**config.mk**
```make
export PLATFORM = sky130hd
export DESIGN_NAME = fb_write_arbiter_flat
export DESIGN_NICKNAME = d
export VERILOG_FILES = /design/src/rtl/fb_write_arbiter_pkg.sv /design/src/rtl/fb_write_arbiter_if.sv /design/src/rtl/fb_rr_arb2.sv /design/src/rtl/fb_write_arbiter.sv /design/src/flat_wrapper.sv
export SDC_FILE = /design/constraint.sdc
export NUM_CORES = 1
export LEC_CHECK = 0
export BUFFER_PORTS_ARGS = -buffer_cell sky130_fd_sc_hd__buf_2
export CAP_MARGIN = 15
export CORE_ASPECT_RATIO = 1.4
export CORE_UTILIZATION = 40
export DETAILED_ROUTE_END_ITERATION = 10
export PLACE_DENSITY = 0.72
export SETUP_SLACK_MARGIN = 0.5
export SYNTH_ARGS = -nofsm -noshare
export SYNTH_HDL_FRONTEND = slang
export SYNTH_HIERARCHICAL = 1
export SYNTH_SLANG_ARGS = --single-unit
```
**constraint.sdc**
```tcl
create_clock -name clock -period 8.43 [get_ports clock]
set_input_delay 0.4215 -clock clock [delete_from_list [all_inputs] [get_ports clock]]
set_output_delay 0.4215 -clock clock [all_outputs]
set_load 0.03 [all_outputs]
```
**src/rtl/fb_write_arbiter_pkg.sv**
```systemverilog
// Shared framebuffer geometry, palette width and write-path types used by the
// video timing, RAM and write arbiter blocks.
package fb_write_arbiter_pkg;

  localparam int unsigned H_ACTIVE = 640;
  localparam int unsigned V_ACTIVE = 480;
  localparam int unsigned COORD_W  = 10;
  localparam int unsigned COLOR_W  = 4;
  localparam int unsigned ADDR_W   = 2 * COORD_W;

  typedef enum logic {
    IDLE,
    CLEAR
  } state_t;

  typedef enum logic {
    GRANT_A,
    GRANT_B
  } grant_t;

  typedef struct packed {
    logic [COORD_W-1:0] x;
    logic [COORD_W-1:0] y;
    logic [COLOR_W-1:0] color;
  } pixel_t;

  function automatic logic [ADDR_W-1:0] pack_address(input logic [COORD_W-1:0] x,
                                                     input logic [COORD_W-1:0] y);
    return {y, x};
  endfunction

endpackage

```
**src/rtl/fb_write_arbiter_if.sv**
```systemverilog
// Pixel requester handshakes and framebuffer write port owned by fb_write_arbiter.
interface fb_write_arbiter_if;
  import fb_write_arbiter_pkg::*;

  logic               a_valid;
  logic               a_ready;
  logic [COORD_W-1:0] a_x;
  logic [COORD_W-1:0] a_y;
  logic [COLOR_W-1:0] a_color;

  logic               b_valid;
  logic               b_ready;
  logic [COORD_W-1:0] b_x;
  logic [COORD_W-1:0] b_y;
  logic [COLOR_W-1:0] b_color;

  logic [COLOR_W-1:0] fb_color;
  logic [ADDR_W-1:0]  fb_address;
  logic               fb_write_enable;

  modport master (
    output a_valid, a_x, a_y, a_color,
    output b_valid, b_x, b_y, b_color,
    input  a_ready, b_ready,
    input  fb_color, fb_address, fb_write_enable
  );

  modport slave (
    input  a_valid, a_x, a_y, a_color,
    input  b_valid, b_x, b_y, b_color,
    output a_ready, b_ready,
    output fb_color, fb_address, fb_write_enable
  );

endinterface

```
**src/rtl/fb_rr_arb2.sv**
```systemverilog
// Two-way round-robin arbiter; grant[0]=A, grant[1]=B. On a tie the requester
// that did not win last time is granted.
module fb_rr_arb2
  import fb_write_arbiter_pkg::*;
(
  input  logic       clock,
  input  logic       reset,
  input  logic       enable,
  input  logic [1:0] valid,
  output logic [1:0] grant
);

  grant_t last_grant;

  always_comb begin
    grant = '0;
    if (enable) begin
      case (valid)
        2'b01:   grant = 2'b01;
        2'b10:   grant = 2'b10;
        2'b11:   grant = (last_grant == GRANT_B) ? 2'b01 : 2'b10;
        default: grant = '0;
      endcase
    end
  end

  always_ff @(posedge clock or posedge reset) begin
    if (reset) begin
      last_grant <= GRANT_B;
    end else if (grant[0]) begin
      last_grant <= GRANT_A;
    end else if (grant[1]) begin
      last_grant <= GRANT_B;
    end
  end

endmodule

```
**src/rtl/fb_write_arbiter.sv**
```systemverilog
// Framebuffer write-port owner: round-robin between requesters A and B, with a
// full-screen clear sweep that locks both requesters out while it runs.
module fb_write_arbiter #(
  parameter int unsigned H_ACTIVE = fb_write_arbiter_pkg::H_ACTIVE,
  parameter int unsigned V_ACTIVE = fb_write_arbiter_pkg::V_ACTIVE
) (
  input  logic                                  clock,
  input  logic                                  reset,
  input  logic                                  clear_start,
  input  logic [fb_write_arbiter_pkg::COLOR_W-1:0] clear_color,
  output logic                                  clear_busy,
  fb_write_arbiter_if.slave                     bus
);
  import fb_write_arbiter_pkg::*;

  state_t             state;
  logic [COLOR_W-1:0] sweep_color;
  logic [COORD_W-1:0] sweep_x;
  logic [COORD_W-1:0] sweep_y;
  logic [1:0]         grant;
  logic               arb_enable;
  logic               in_range;
  logic               x_last;
  logic               y_last;
  pixel_t             req;

  // A clear request in IDLE pre-empts arbitration in the same cycle.
  assign arb_enable = (state == IDLE) && !clear_start;

  fb_rr_arb2 u_arb (
    .clock  (clock),
    .reset  (reset),
    .enable (arb_enable),
    .valid  ({bus.b_valid, bus.a_valid}),
    .grant  (grant)
  );

  assign bus.a_ready = grant[0];
  assign bus.b_ready = grant[1];

  always_comb begin
    req = '0;
    if (grant[1]) begin
      req = '{x: bus.b_x, y: bus.b_y, color: bus.b_color};
    end else begin
      req = '{x: bus.a_x, y: bus.a_y, color: bus.a_color};
    end
  end

  assign in_range = (32'(req.x) < H_ACTIVE) && (32'(req.y) < V_ACTIVE);
  assign x_last   = (sweep_x == COORD_W'(H_ACTIVE - 1));
  assign y_last   = (sweep_y == COORD_W'(V_ACTIVE - 1));

  always_ff @(posedge clock or posedge reset) begin
    if (reset) begin
      state               <= IDLE;
      clear_busy          <= 1'b0;
      sweep_color         <= '0;
      sweep_x             <= '0;
      sweep_y             <= '0;
      bus.fb_write_enable <= 1'b0;
      bus.fb_address      <= '0;
      bus.fb_color        <= '0;
    end else begin
      bus.fb_write_enable <= 1'b0;
      case (state)
        IDLE: begin
          if (clear_start) begin
            state       <= CLEAR;
            clear_busy  <= 1'b1;
            sweep_color <= clear_color;
            sweep_x     <= '0;
            sweep_y     <= '0;
          end else if ((|grant) && in_range) begin
            bus.fb_write_enable <= 1'b1;
            bus.fb_address      <= pack_address(req.x, req.y);
            bus.fb_color        <= req.color;
          end
        end
        CLEAR: begin
          bus.fb_write_enable <= 1'b1;
          bus.fb_address      <= pack_address(sweep_x, sweep_y);
          bus.fb_color        <= sweep_color;
          if (x_last) begin
            sweep_x <= '0;
            // Busy drops at the same edge that presents the final strobe.
            if (y_last) begin
              state      <= IDLE;
              clear_busy <= 1'b0;
            end else begin
              sweep_y <= sweep_y + 1'b1;
            end
          end else begin
            sweep_x <= sweep_x + 1'b1;
          end
        end
        default: state <= IDLE;
      endcase
    end
  end

endmodule

```
**src/flat_wrapper.sv**
```systemverilog
// flat-port wrapper written by rule: the top's interface ports become plain ports
module fb_write_arbiter_flat import fb_write_arbiter_pkg::*;
#(
  parameter int unsigned H_ACTIVE = fb_write_arbiter_pkg::H_ACTIVE,
  parameter int unsigned V_ACTIVE = fb_write_arbiter_pkg::V_ACTIVE
)
  (clock, reset, clear_start, clear_color, clear_busy, bus_a_valid, bus_a_x, bus_a_y, bus_a_color, bus_b_valid, bus_b_x, bus_b_y, bus_b_color, bus_a_ready, bus_b_ready, bus_fb_color, bus_fb_address, bus_fb_write_enable);
  fb_write_arbiter_if bus_i ();
  input  logic clock;
  input  logic reset;
  input  logic clear_start;
  input  logic [fb_write_arbiter_pkg::COLOR_W-1:0] clear_color;
  output logic clear_busy;
  input wire logic [$bits(bus_i.a_valid)-1:0] bus_a_valid;
  input wire logic [$bits(bus_i.a_x)-1:0] bus_a_x;
  input wire logic [$bits(bus_i.a_y)-1:0] bus_a_y;
  input wire logic [$bits(bus_i.a_color)-1:0] bus_a_color;
  input wire logic [$bits(bus_i.b_valid)-1:0] bus_b_valid;
  input wire logic [$bits(bus_i.b_x)-1:0] bus_b_x;
  input wire logic [$bits(bus_i.b_y)-1:0] bus_b_y;
  input wire logic [$bits(bus_i.b_color)-1:0] bus_b_color;
  output wire logic [$bits(bus_i.a_ready)-1:0] bus_a_ready;
  output wire logic [$bits(bus_i.b_ready)-1:0] bus_b_ready;
  output wire logic [$bits(bus_i.fb_color)-1:0] bus_fb_color;
  output wire logic [$bits(bus_i.fb_address)-1:0] bus_fb_address;
  output wire logic [$bits(bus_i.fb_write_enable)-1:0] bus_fb_write_enable;
  assign bus_i.a_valid = bus_a_valid;
  assign bus_i.a_x = bus_a_x;
  assign bus_i.a_y = bus_a_y;
  assign bus_i.a_color = bus_a_color;
  assign bus_i.b_valid = bus_b_valid;
  assign bus_i.b_x = bus_b_x;
  assign bus_i.b_y = bus_b_y;
  assign bus_i.b_color = bus_b_color;
  assign bus_a_ready = bus_i.a_ready;
  assign bus_b_ready = bus_i.b_ready;
  assign bus_fb_color = bus_i.fb_color;
  assign bus_fb_address = bus_i.fb_address;
  assign bus_fb_write_enable = bus_i.fb_write_enable;
  fb_write_arbiter #(.H_ACTIVE(H_ACTIVE), .V_ACTIVE(V_ACTIVE)) u_core (.clock(clock), .reset(reset), .clear_start(clear_start), .clear_color(clear_color), .clear_busy(clear_busy), .bus(bus_i));
endmodule
```
==> flow_summary.json <==
{
  "dr.first_iter.drc_count": 222,
  "clock_tree_from_tritoncts": "yes",
  "yosys_register_bits": 52,
  "cts.repair_timing.setup_buffer_count": 0,
  "drv_cap": 0,
  "rsz0062_at_grt": "no",
  "vias": 3185,
  "timing.final.max_slew_violations": 0,
  "swShare_pct": 25.4,
  "crit_family": "compound AO/OA/AOI/OAI gates",
  "dp_cells": 524,
  "nets": 491,
  "overflow": 0,
  "top_level_i_o_count": 85,
  "placeableCoreArea_mm2": 0.00780,
  "synth_edf_count": 0,
  "syn_area_mm2": 0.00322,
  "start_util_pct": 41.3,
  "worstPathCellList": "buf_4 > inv_1 > nand2_1 > inv_1 > nand2_1 > a21oi_4 > nand2b_1 > o211a_1 > a31oi_1 > o21ai_0",
  "max_freq_mhz": 196,
  "antenna_cells": 0,
  "area.growth.synth_to_final_pct": 17.6,
  "routed_via_density": 5.98,
  "die_width_um": 77.9,
  "power_density_mw_per_mm2": 116,
  "wl_per_cell_um": 17.0,
  "power.ir.vdd_worst_uv": 76.2,
  "final_period_minus_worst_setup_slack_ps": 5100,
  "die_height_um": 108,
  "power.share.clock_pct": 32.3,
  "worst-setup-path-type": "reg -> reg",
  "crit_path_max_incr_delay_ps": 800,
  "start_kind": "flop",
  "leakagePower_uw": 0.00158,
  "p_int_uw": 329,
  "cpMaxStageDelayCell": "sky130_fd_sc_hd__a21oi_4",
  "htree_levels": 2,
  "p_seq_share_pct": 57.6,
  "finalHoldViolations": 0,
  "power_switching_uw": 112,
  "cts-root-buf": "sky130_fd_sc_hd__clkbuf_8",
  "fillCellCount": 761,
  "detail_route.drc_violations": 0,
  "grt_start_max_net_pins": 52,
  "status": "finished clean",
  "max_slew.worst_pin.slew_ps": 1020,
  "track_usage_pct": 22.7,
  "initial_antenna_violation_count": 0,
  "grt_pass1_vias": 3219,
  "finalClockSkew_ps": 17.2,
  "syn-instance-count": 370,
  "placedInstanceArea_mm2": 0.00368,
  "finalSetupTns_ps": 0,
  "setup_viol_count_final": 0,
  "clk_path_buf_depth": 2,
  "synthesis.area_per_instance_um2": 8.71,
  "first_pass_iters": 5,
  "critical_path.n_buffers_inverters": 3,
  "synth-seq-area-share_pct": 40.4,
  "worstSetupEndpointType": "flop",
  "port-buffer-count": 84,
  "cts_resized": 0,
  "drt_wl_total_um": 9080,
  "mostFrequentLayoutCell": "sky130_fd_sc_hd__buf_2",
  "route.antenna.remaining_nets": 0,
  "clk_transition_reported_paths_ps": 100,
  "power_uw": 441,
  "synth.top_cells.by_area": "sky130_fd_sc_hd__dfrtp_1 (40%), sky130_fd_sc_hd__mux2i_1 (7.1%), sky130_fd_sc_hd__nand2_1 (6.9%), sky130_fd_sc_hd__o31ai_1 (5.8%), sky130_fd_sc_hd__o2111ai_1 (5.7%)",
  "clock_insertion_delay_worst_skew_ps": 310,
  "synth_cell_types": 53,
  "post-synth-top-area-cell": "sky130_fd_sc_hd__dfrtp_1",
  "final_cell_mix": "sky130_fd_sc_hd__buf_2 (84), sky130_fd_sc_hd__nand2_1 (59), sky130_fd_sc_hd__dfrtp_1 (51)",
  "worst_hold_path_type": "in -> async",
  "synth.yosys.warnings": 6,
  "hpwl_um": 6530,
  "final_cell_count_no_fill": 533,
  "grt_pass1_wl_um": 15100,
  "worstPathRequired_ps": 8630,
  "utilization_pct": 48.6,
  "rows": 38,
  "die_area_mm2": 0.00842,
  "share_of_the_clock_period_used_by_the_worst_path_after_layout_pct": 60.4,
  "postLayoutCellArea_mm2": 0.00379,
  "synth_fp_nets": 429,
  "synth_top_cell_area_share_pct": 39.6,
  "crit_fanout": 41,
  "relSlewSlack_pct": 32.1,
  "synth_ff_type": "sky130_fd_sc_hd__dfrtp_1",
  "share_of_power_burned_in_combinational_logic_pct": 10.2,
  "clock-sinks": 52,
  "crit_arrival_ps": 5290,
  "tritoncts.num_buffers": 5,
  "async_flop_share_pct": 100,
  "finalWeightedCongestion": 0.910,
  "ctsHoldBuffers": 0,
  "drive_gt1_share_pct": 24.9
}
==> cell families after synthesis <==
family	count (synthesis)	share of synthesized area, %
compound gates	135	29.0
simple gates	114	17.2
flops	52	40.4
buf+inv	42	4.93
mux	23	7.15
xor+xnor	2	0.544
fa+ha+maj	2	0.777
==> flip-flops by register name (all words and copies together), names as in the netlist <==
| register | count |
|---|---|
| u_core/u_arb/last_grant | 1 |
| u_core/bus.fb_write_enable | 1 |
| u_core/clear_busy | 1 |
| u_core/bus.fb_address | 20 |
| u_core/sweep_x | 10 |
| u_core/bus.fb_color | 4 |
| u_core/sweep_y | 10 |
| u_core/state | 1 |
| u_core/sweep_color | 4 |
==> cell usage after synthesis (all sizes together) (2+ instances only) <==
master,instances
nand3,8
and3,4
nand4,5
buf,3
nand2,59
or3b,2
a41o,3
o211ai,3
a21oi,8
o2111ai,21
mux2i,23
inv,8
o21ai,33
nand2b,4
o31ai,25
a31oi,28
clkbuf,31
nor2,11
a22oi,2
a22o,2
nor4,5
dfrtp,51
or4,2
nor3,3
ha,2
and2,2
==> power by group through the flow <==
stage                     Sequential (uW)  Combinational, uW  Clock, uW
after floorplan                       261               20.3          0
after global placement                259               42.7          0
after detailed placement              259               44.1          0
after CTS                             254               44.0        146
after global routing                  254               49.9        158
final                                 254               44.8        142
==> through the flow <==
step	setup WS (ps)	hold WS [ps]
3_3_place_gp	3710	446
2_1_floorplan	5190	311
3_5_place_dp	3460	448
4_1_cts	3400	111
6_report	3330	112
5_1_grt	2750	109
==> final timing paths <==
path,from,end,slack (ps),cells past startpoint
worst min-delay path,reset,u_core/u_arb/last_grant$_DFFE_PP1P_,110,2
max in group asynchronous,reset,u_core/sweep_x[0]$_DFFE_PP0N_,7740,3
worst max register to register,u_core/state$_DFF_PP0_,u_core/bus.fb_address[10]$_DFFE_PP0P_,3330,10
worst min register to register,u_core/sweep_color[3]$_DFFE_PP0P_,u_core/sweep_color[3]$_DFFE_PP0P_,500,2
min in group clock,clear_color[2],u_core/sweep_color[2]$_DFFE_PP0P_,300,3
worst max-delay path,u_core/state$_DFF_PP0_,u_core/bus.fb_address[10]$_DFFE_PP0P_,3330,10
==> area by class of cell <==
type | count | area (um^2) | area share [%]
well taps | 100 | 125 | 3.30
clock inverters | 2 | 16.3 | 0.429
clock buffers | 6 | 72.6 | 1.92
inverters | 8 | 30.0 | 0.793
repair buffers | 89 | 470 | 12.4
multi-input cells | 276 | 1770 | 46.8
flip-flops and latches | 52 | 1300 | 34.4
==> per-layer routing <==
layer	global-route usage (%)	part of all wire, %	up-vias
met5	0	0	-
met4	9.30	2.5	0
met3	3.38	4.2	19
met2	42.5	53	108
met1	25.3	40	1513
li1	-	-	1545
No activity file was read; power rests on OpenSTA's default activity.
